<file path="src/rtl/uart_tx_arbiter.sv">
// -----------------------------------------------------------------------------
// uart_tx_arbiter
//   Shares one UART transmit line among N_REQ byte sources. A round-robin
//   arbiter picks the next requester and an 8N1-style serializer, paced by the
//   one-cycle bit_tick pulse from the baud generator, sends the frame:
//   start bit, DATA_W data bits LSB first, optional even parity, stop bit.
//   Back-to-back frames follow each other with no extra idle bit.
//
// Optional feature macro:
//   UART_TX_PARITY_EN  - when defined, an even-parity bit follows the data bits.
//
// Parameters:
//   N_REQ   number of requesters (>= 1)
//   DATA_W  bits per frame (1..9)
//   IDW     width of grant_id (derived)
//
// Ports:
//   CLK        in   system clock
//   rst        in   synchronous, active-high reset
//   bit_tick   in   one-cycle pulse per bit period
//   req_valid  in   [N_REQ]         requester i has a byte pending
//   req_data   in   [N_REQ*DATA_W]  byte of requester i at [i*DATA_W +: DATA_W]
//   req_ready  out  [N_REQ]         one-cycle accept pulse, one-hot or zero
//   grant_id   out  [IDW]           index of the last accepted requester
//   busy       out                  frame in progress (accept .. back to IDLE)
//   tx         out                  serial line, idle high, registered
// -----------------------------------------------------------------------------
module uart_tx_arbiter #(
  parameter  int N_REQ  = 4,
  parameter  int DATA_W = 8,
  localparam int IDW    = (N_REQ > 1) ? $clog2(N_REQ) : 1
) (
  input  logic                    CLK,
  input  logic                    rst,
  input  logic                    bit_tick,
  input  logic [N_REQ-1:0]        req_valid,
  input  logic [N_REQ*DATA_W-1:0] req_data,
  output logic [N_REQ-1:0]        req_ready,
  output logic [IDW-1:0]          grant_id,
  output logic                    busy,
  output logic                    tx
);

  localparam int CNT_W = (DATA_W > 1) ? $clog2(DATA_W) : 1;
  localparam logic [CNT_W-1:0] LAST_BIT = CNT_W'(DATA_W - 1);

  typedef enum logic [2:0] {
    ST_IDLE   = 3'd0,
    ST_WAIT   = 3'd1,
    ST_START  = 3'd2,
    ST_DATA   = 3'd3,
`ifdef UART_TX_PARITY_EN
    ST_PARITY = 3'd4,
`endif
    ST_STOP   = 3'd5
  } state_t;

`ifdef UART_TX_PARITY_EN
  // Even parity over one data word: the bit that makes the total count of ones even.
  function automatic logic even_parity_f(input logic [DATA_W-1:0] d);
    even_parity_f = ^d;
  endfunction
`endif

  // Registered state
  state_t              state_r;
  logic                tx_r;
  logic                busy_r;
  logic [DATA_W-1:0]   shift_r;
  logic [CNT_W-1:0]    bitcnt_r;
  logic [IDW-1:0]      rr_ptr_r;
  logic [IDW-1:0]      grant_id_r;
`ifdef UART_TX_PARITY_EN
  logic                parity_r;
  logic                parity_nx_s;
`endif

  // Next-state values
  state_t              state_nx_s;
  logic                tx_nx_s;
  logic                busy_nx_s;
  logic [DATA_W-1:0]   shift_nx_s;
  logic [CNT_W-1:0]    bitcnt_nx_s;
  logic [IDW-1:0]      rr_ptr_nx_s;
  logic [IDW-1:0]      grant_id_nx_s;

  // Arbitration helpers
  logic                any_valid_s;
  logic [IDW-1:0]      grant_idx_s;
  logic [DATA_W-1:0]   sel_data_s;
  logic                accept_s;
  logic [N_REQ-1:0]    ready_s;

  assign any_valid_s = |req_valid;

  // Round-robin pick: scanning from the farthest candidate back to rr_ptr+1
  // lets the nearest valid requester after rr_ptr win the last assignment.
  always_comb begin
    grant_idx_s = '0;
    for (int k = N_REQ; k >= 1; k--) begin
      grant_idx_s = req_valid[IDW'((int'(rr_ptr_r) + k) % N_REQ)]
                  ? IDW'((int'(rr_ptr_r) + k) % N_REQ)
                  : grant_idx_s;
    end
  end

  // Data mux for the selected requester.
  always_comb begin
    sel_data_s = '0;
    for (int i = 0; i < N_REQ; i++) begin
      sel_data_s = (grant_idx_s == IDW'(i)) ? req_data[i*DATA_W +: DATA_W] : sel_data_s;
    end
  end

  // Frame sequencer: next-state, next-output and accept decisions.
  always_comb begin
    state_nx_s    = state_r;
    tx_nx_s       = tx_r;
    busy_nx_s     = busy_r;
    shift_nx_s    = shift_r;
    bitcnt_nx_s   = bitcnt_r;
    rr_ptr_nx_s   = rr_ptr_r;
    grant_id_nx_s = grant_id_r;
    accept_s      = 1'b0;
    ready_s       = '0;
`ifdef UART_TX_PARITY_EN
    parity_nx_s   = parity_r;
`endif

    case (state_r)
      ST_IDLE: begin
        // A tick coinciding with the accept is ignored; WAIT needs a fresh one.
        if (any_valid_s) begin
          accept_s   = 1'b1;
          state_nx_s = ST_WAIT;
        end else begin
          state_nx_s = ST_IDLE;
        end
      end

      ST_WAIT: begin
        if (bit_tick) begin
          tx_nx_s    = 1'b0;
          state_nx_s = ST_START;
        end else begin
          state_nx_s = ST_WAIT;
        end
      end

      ST_START: begin
        if (bit_tick) begin
          tx_nx_s     = shift_r[0];
          shift_nx_s  = shift_r >> 1'b1;
          bitcnt_nx_s = '0;
          state_nx_s  = ST_DATA;
        end else begin
          state_nx_s  = ST_START;
        end
      end

      ST_DATA: begin
        if (bit_tick) begin
          if (bitcnt_r == LAST_BIT) begin
`ifdef UART_TX_PARITY_EN
            tx_nx_s    = parity_r;
            state_nx_s = ST_PARITY;
`else
            tx_nx_s    = 1'b1;
            state_nx_s = ST_STOP;
`endif
          end else begin
            // shift_r already holds the next data bit at position 0.
            tx_nx_s     = shift_r[0];
            shift_nx_s  = shift_r >> 1'b1;
            bitcnt_nx_s = bitcnt_r + CNT_W'(1);
            state_nx_s  = ST_DATA;
          end
        end else begin
          state_nx_s = ST_DATA;
        end
      end

`ifdef UART_TX_PARITY_EN
      ST_PARITY: begin
        if (bit_tick) begin
          tx_nx_s    = 1'b1;
          state_nx_s = ST_STOP;
        end else begin
          state_nx_s = ST_PARITY;
        end
      end
`endif

      ST_STOP: begin
        if (bit_tick) begin
          if (any_valid_s) begin
            // Back-to-back: the next start bit begins right at the stop-ending tick.
            accept_s   = 1'b1;
            tx_nx_s    = 1'b0;
            state_nx_s = ST_START;
          end else begin
            busy_nx_s  = 1'b0;
            state_nx_s = ST_IDLE;
          end
        end else begin
          state_nx_s = ST_STOP;
        end
      end

      default: begin
        tx_nx_s    = 1'b1;
        busy_nx_s  = 1'b0;
        state_nx_s = ST_IDLE;
      end
    endcase

    if (accept_s) begin
      // Ready is the live handshake for this cycle; suppress it under reset.
      ready_s[grant_idx_s] = ~rst;
      shift_nx_s           = sel_data_s;
      grant_id_nx_s        = grant_idx_s;
      rr_ptr_nx_s          = grant_idx_s;
      busy_nx_s            = 1'b1;
`ifdef UART_TX_PARITY_EN
      parity_nx_s          = even_parity_f(sel_data_s);
`endif
    end else begin
      ready_s = '0;
    end
  end

  // State and datapath registers with synchronous reset; reset aborts any frame.
  always_ff @(posedge CLK) begin
    if (rst) begin
      state_r    <= ST_IDLE;
      tx_r       <= 1'b1;
      busy_r     <= 1'b0;
      shift_r    <= '0;
      bitcnt_r   <= '0;
      rr_ptr_r   <= IDW'(N_REQ - 1);
      grant_id_r <= '0;
`ifdef UART_TX_PARITY_EN
      parity_r   <= 1'b0;
`endif
    end else begin
      state_r    <= state_nx_s;
      tx_r       <= tx_nx_s;
      busy_r     <= busy_nx_s;
      shift_r    <= shift_nx_s;
      bitcnt_r   <= bitcnt_nx_s;
      rr_ptr_r   <= rr_ptr_nx_s;
      grant_id_r <= grant_id_nx_s;
`ifdef UART_TX_PARITY_EN
      parity_r   <= parity_nx_s;
`endif
    end
  end

  assign req_ready = ready_s;
  assign grant_id  = grant_id_r;
  assign busy      = busy_r;
  assign tx        = tx_r;

endmodule

</file>
<file path="config.mk">
export PLATFORM = sky130hd
export DESIGN_NAME = uart_tx_arbiter
export DESIGN_NICKNAME = d
export VERILOG_FILES = /design/src/rtl/uart_tx_arbiter.sv
export SDC_FILE = /design/constraint.sdc
export NUM_CORES = 1
export LEC_CHECK = 0
export CAP_MARGIN = 30
export CELL_PAD_IN_SITES_DETAIL_PLACEMENT = 1
export CELL_PAD_IN_SITES_GLOBAL_PLACEMENT = 1
export CORE_AREA = 2 2 66 68
export CTS_BUF_LIST = sky130_fd_sc_hd__clkbuf_4 sky130_fd_sc_hd__clkbuf_8
export DETAILED_ROUTE_END_ITERATION = 6
export DIE_AREA = 0 0 68 70
export GPL_TIMING_DRIVEN = 1
export PLACE_DENSITY_LB_ADDON = 0.2
export SYNTH_ARGS = -nofsm -noshare
export SYNTH_HDL_FRONTEND = slang
export SYNTH_SLANG_ARGS = --single-unit
</file>
<file path="constraint.sdc">
create_clock -name CLK -period 3.5 [get_ports CLK]
set_clock_uncertainty 0.1 [all_clocks]
set_input_delay 0.7 -clock CLK [delete_from_list [all_inputs] [get_ports CLK]]
set_output_delay 0.7 -clock CLK [all_outputs]
set_load 0.02 [all_outputs]
</file>
; Word-level counts from Yosys, hierarchy flattened
; Cells that the tools add are included.
[totals]
reg_bits = 20
latch_bits = 0
ramBits = 0
rom_bits = 0
inputBits = 39
out_inout_bits = 8
elab_cells = 106
mem_count = 0
[op_classes]
n_addsub = 5
multipliers = 0
div_mod_pow = 0
magnitude_cmp = 6
eq_ne = 20
shifts = 0
mux = 54
bitwise = 3
n_reduce_logical = 11
[ops]
columns = cell, count
row1 = 2-to-1 mux 8 bit, 8
row2 = 2-to-1 mux 1 bit, 22
row3 = 2-to-1 mux 3 bit, 6
row4 = less-than comparator 2 x 4 -> 1 bit (second input constant), 4
row5 = one-hot mux 8 bit (2 select lines), 1
row6 = != test 3 bit (second input constant), 5
row7 = one-hot mux 3 bit (5 select lines), 1
row8 = 2-to-1 mux 2 bit, 6
row9 = != test 2 bit (second input constant), 6
row10 = binary-select mux 1 bit (select 2 bit), 4
row11 = AND reduction 4 bit, 2
row12 = OR reduction 4 bit, 2
row13 = equality test 3 x 2 -> 1 bit (second input constant), 2
row14 = equality test 3 bit (second input constant), 2
row15 = one-hot mux 3 bit (2 select lines), 1
row16 = AND reduction 6 bit, 1
row17 = one-hot mux 1 bit (5 select lines), 1
row18 = adder 2 x 1 -> 2 bit (second input constant), 2
row19 = adder 2 bit (second input constant), 2
row20 = bitwise AND 4 bit, 1
row21 = equality test 2 bit (second input constant), 2
row22 = 2-to-1 mux 4 bit, 1
row23 = one-hot mux 1 bit (2 select lines), 2
row24 = adder 3 x 1 -> 3 bit (second input constant), 1
row25 = 13 further kinds, 14

; Longest topological paths before layout
[depth]
ltp_word = 14
depth_mapped = 8
depth_no_buf = 7

; Least setup slack after synthesis
; OpenSTA, ideal clock, no wires.
[synth_timing]
path_type = input to output
startpoint = input port req_valid[3]
endpoint = output port req_ready[1]
t_arrival_ns = 2.251
setup_slack_ns = 0.449
path_stages = 7
path_buffers = 2
path_cell_list = buf_2 and3b_1 a31oi_1 nand2_1 buf_2 inv_1 nor4_1
[synth_via]
elab_chain_len = 13
word_cells_on_any_way = 27
classes_between = order compare: 2 / mux: 22 / bitwise: 1 / reduce/logical: 2
[synth_rtl]
columns = element, line
row1 = "start, declared", 36  ; input logic [N_REQ-1:0] req_valid,
row2 = binary-select mux 1 bit (select 2 bit), 101  ; grant_idx_s = req_valid[IDW'((int'(rr_ptr_r) + k) % N_REQ)]
row3 = 2-to-1 mux 1 bit (implied by the code) (2 in series), 101
row4 = 2-to-1 mux 2 bit (4 in series), 102  ; ? IDW'((int'(rr_ptr_r) + k) % N_REQ)
row5 = less-than comparator 2 x 3 -> 1 bit (implied by the code) / >= comparator 2 x 1 -> 1 bit (equally long branches), 219  ; ready_s[grant_idx_s] = ~rst;
row6 = logical AND 1 bit (implied by the code), 219
row7 = 2-to-1 mux 1 bit (implied by the code), 219
row8 = demux 1 bit (select 2 bit), 219
row9 = bitwise AND 4 bit (no line), -
row10 = 2-to-1 mux 4 bit (*), 217  ; if (accept_s) begin
row11 = "end, declared", 38  ; output logic [N_REQ-1:0] req_ready,
; Every way passes the cells marked *; elsewhere a longest branch is shown, timed or not. The select of a mux whose other input is x is not followed.

; Worst setup path in the final report
[layout_timing]
startpoint = input port req_valid[1]
endpoint = output port req_ready[3]
; The elaborated chain is that of the path after synthesis.

==> impl_results.md <==
- Status: completed
- Min-delay src: bitcnt_r[1]
- Routed len/inst: about 16 um
- Largest net degree at the start of global routing: 16
- Die X: approximately 70 um
- Starting density of the core: 0.3348
- Syn avg cell area: 7.582 um2
- Synth top cells by count: 23 x nor2_1, 21 x a21oi_1, 20 x dfxtp_1
- Syn_nets: 224
- Pwr/cell area: 357.4 mW/mm2
- Kind of critical path: input pin to output pin
- Final hold vios: 0
- Area grow syn2layout: 45.54%
- Register area share after synthesis: 0.2885
- Synth area leaders: dfxtp_1 29%, a21oi_1 7.6%, nor2_1 6.2%
- Io pins: 47
- R2R cell count: 7
- Min Hold Slack: 0.3645 ns
- First-pass GRT wire length: about 7600 um
- Seq pwr share: 0.384
- Row count: 24
- Sw Ratio: 0.3282
- CTS root buf: clkbuf_8
- CTS tree: done
- WP data arrival: roughly 2.6 ns
- Post-synth cell types: 43
- Layout cells sized above 1: 0.1441
- 1st-pass router iterations: 4
- Overall Global Routing Usage: 0.2053
- Pleak: approximately 0.84 nW
- Max transition margin: 0.5660
- Via/cell ratio: 5.510
- Worst-path maximum fanout: 6
- Clock transition at path regs: 0.08 ns
- Critical path launch point: req_valid[1]
- Total power: 0.7217 mW
- Most frequent cell after synthesis: nor2_1
- Critical path data required time: 2.70 ns
- Worst hold path type: register to register
- Total gr overflow: 0
- Int Power: 0.4848 mW
- Worst-margin pin slew: 0.6510 ns
- Critical-path top delay cell: or4_4
- Vias in the first global route: roughly 1600
- Diodes inserted: 0
- Maximum VDD drop: 0.1364 mV
- Post-CTS Setup Bufs: 0
- Clock sink count: 20
- Synth Warn #: 0
- CTS Buf Count: 3
- Critical Path Sink Type: output pin
- Psw: roughly 0.24 mW
- I/O Buffers: 46
- Die area: 0.004760 mm2
- Total number of vias: around 1600
- Tmin final: roughly 3.4 ns
- Crit-path cells: clkdlybuf4s50_1 -> or4_4 -> o211ai_2 -> nor2_4 -> and2_1 -> clkdlybuf4s50_1
- Final Cycle Share: 0.9803
- FF-to-FF End: shift_r[3]
- Nets: 278
- Final Slew Violations: 0
- Slowest cell delay on critical path: 0.58 ns
- Routability cong.: 0.7680
- Antenna violations before repair: 0
- Most numerous cell on the critical path: clkdlybuf4s50_1
- Highest achievable clock rate: 291.5 MHz
- Share of the synthesized area in the top cell type: 0.2885
- Post-route ant nets: 0
- Reg2reg setup slack: 1.35 ns
- Cell Area, Synth: 0.001388 mm2
- Worst-Skew Late Latency: ~0.26 ns
- Post-synth ARST share: 0
- DR DRC count: 0
- Leading area contributor after synthesis: dfxtp_1
- Combinational Power Share: 0.363
- DRT Wirelength: 4659 um
- Number of DRC markers in iteration 0: 88
- Die height: 70 um
- Non-Filler Instances: 288
- Post-synth EDFFs: 0
- Placed cells: approximately 280
- Synth Flop Type: dfxtp_1
- Clock share of power: 0.253
- Filler instances: 537
- Core ar.: 0.004144 mm2
- Max cap viols: 0
- Min-Delay Path Depth: 2
- Startpoint Class: input pin
- #FFs+latches synth: 20
- RSZ-0062 raised after global routing: no
- Detailed placer's ending HPWL: 3714 um
- RR Startpoint: bitcnt_r[0]
- Worst hold path endpoint: bitcnt_r[1]
- Number of cells produced by synthesis: 183
- Setup violators final: 0
- CTS Buffer Depth: 2
- Fin util: 0.4873
- H-tree depth: 1
- CTS Hold Bufs: 0
[metrics by stage]
step                setup WS (ns)  TNS [ns]  cell area [um2]
finish                    0.06895         0             2019
global route              0.01844         0             2019
CTS                      0.002350         0             2014
detailed placement       -0.08113   -0.1883             1963
global placement         0.007198         0             1963
floorplan                  0.4493         0             1388
[registers in the layout, indices dropped and copies added (netlist names)]
name and count:
grant_id 2, rr_ptr_r 2, busy 1, shift_r 8
bitcnt_r 3, state_r 3, tx 1
[cells by family (layout without fill, tap and decap cells)]
logic type / count (synthesis) / after routing / share of synthesized area
mux: 7 / 7 / 0.05500
fa+ha+maj: 2 / 2 / 0.01803
simple gates: 69 / 69 / 0.2435
buf+inv: 25 / 78 / 0.08565
compound gates: 60 / 60 / 0.3093
flops: 20 / 20 / 0.2885
[cell type report]
type | count | area, um2 | area share
sequential | 20 | 400.4 | 0.1983
timing repair buffer | 63 | 589.3 | 0.2918
clock buffer | 4 | 55.05 | 0.02726
tap | 52 | 65.06 | 0.03222
multi-input combinational | 138 | 868.3 | 0.4300
inverter | 11 | 41.29 | 0.02045
[power groups by stage]
stage          clock, mW  combinational [mW]  sequential [mW]
2_1_floorplan          0               0.151            0.273
3_3_place_gp           0               0.254            0.279
3_5_place_dp           0               0.262            0.282
4_1_cts            0.191               0.263            0.277
5_1_grt            0.192               0.286            0.280
6_report           0.183               0.262            0.277
[worst max-delay path, delay by kind of cell]
family                 cells  cell delay (ns)
and+or+nand+nor            3             0.79
buffers and inverters      2             1.02
AOI/OAI and AO/OA          1             0.12
[what timing repair did]
item	4_1_cts	5_1_grt
pin swaps	0	0
endpoints found under the hold margin	0	0
gates resized for setup	3	3
endpoints found under the setup margin	4	2
[how the worst max path moves through the flow]
| stage | endpoint | slack (ns) | depth (start not counted) |
|---|---|---|---|
| floorplan | req_ready[1] | 0.45 | 7 |
| global placement | req_ready[2] | 0.007 | 7 |
| detailed placement | req_ready[1] | -0.08 | 6 |
| CTS | req_ready[0] | 0.002 | 6 |
| global route | req_ready[3] | 0.02 | 6 |
| finish | req_ready[3] | 0.07 | 6 |
[layout by cell type (no fill, tap or decap), drive strengths merged, types with 3 or more instances in the layout]
cell / count
nand2b: 3
clkbuf: 4
o21ai: 4
nor3: 6
dfxtp: 20
buf: 17
nand2: 14
dlygate4sd2: 3
mux2: 5
nor2: 24
o41ai: 5
a21oi: 23
nand3: 6
o211ai: 4
a311oi: 4
inv: 11
and3: 6
clkdlybuf4s50: 41
a32oi: 6
nor2b: 3
[routing by layer]
layer	vias to the layer above	track usage	wire (um)
met4	0	0.04444	37
met1	758	0.2766	2124
met5	-	0	0
met2	44	0.3409	2321
met3	5	0.03060	176
li1	780	-	-
Note: power is estimated with default switching activity, not from simulation.
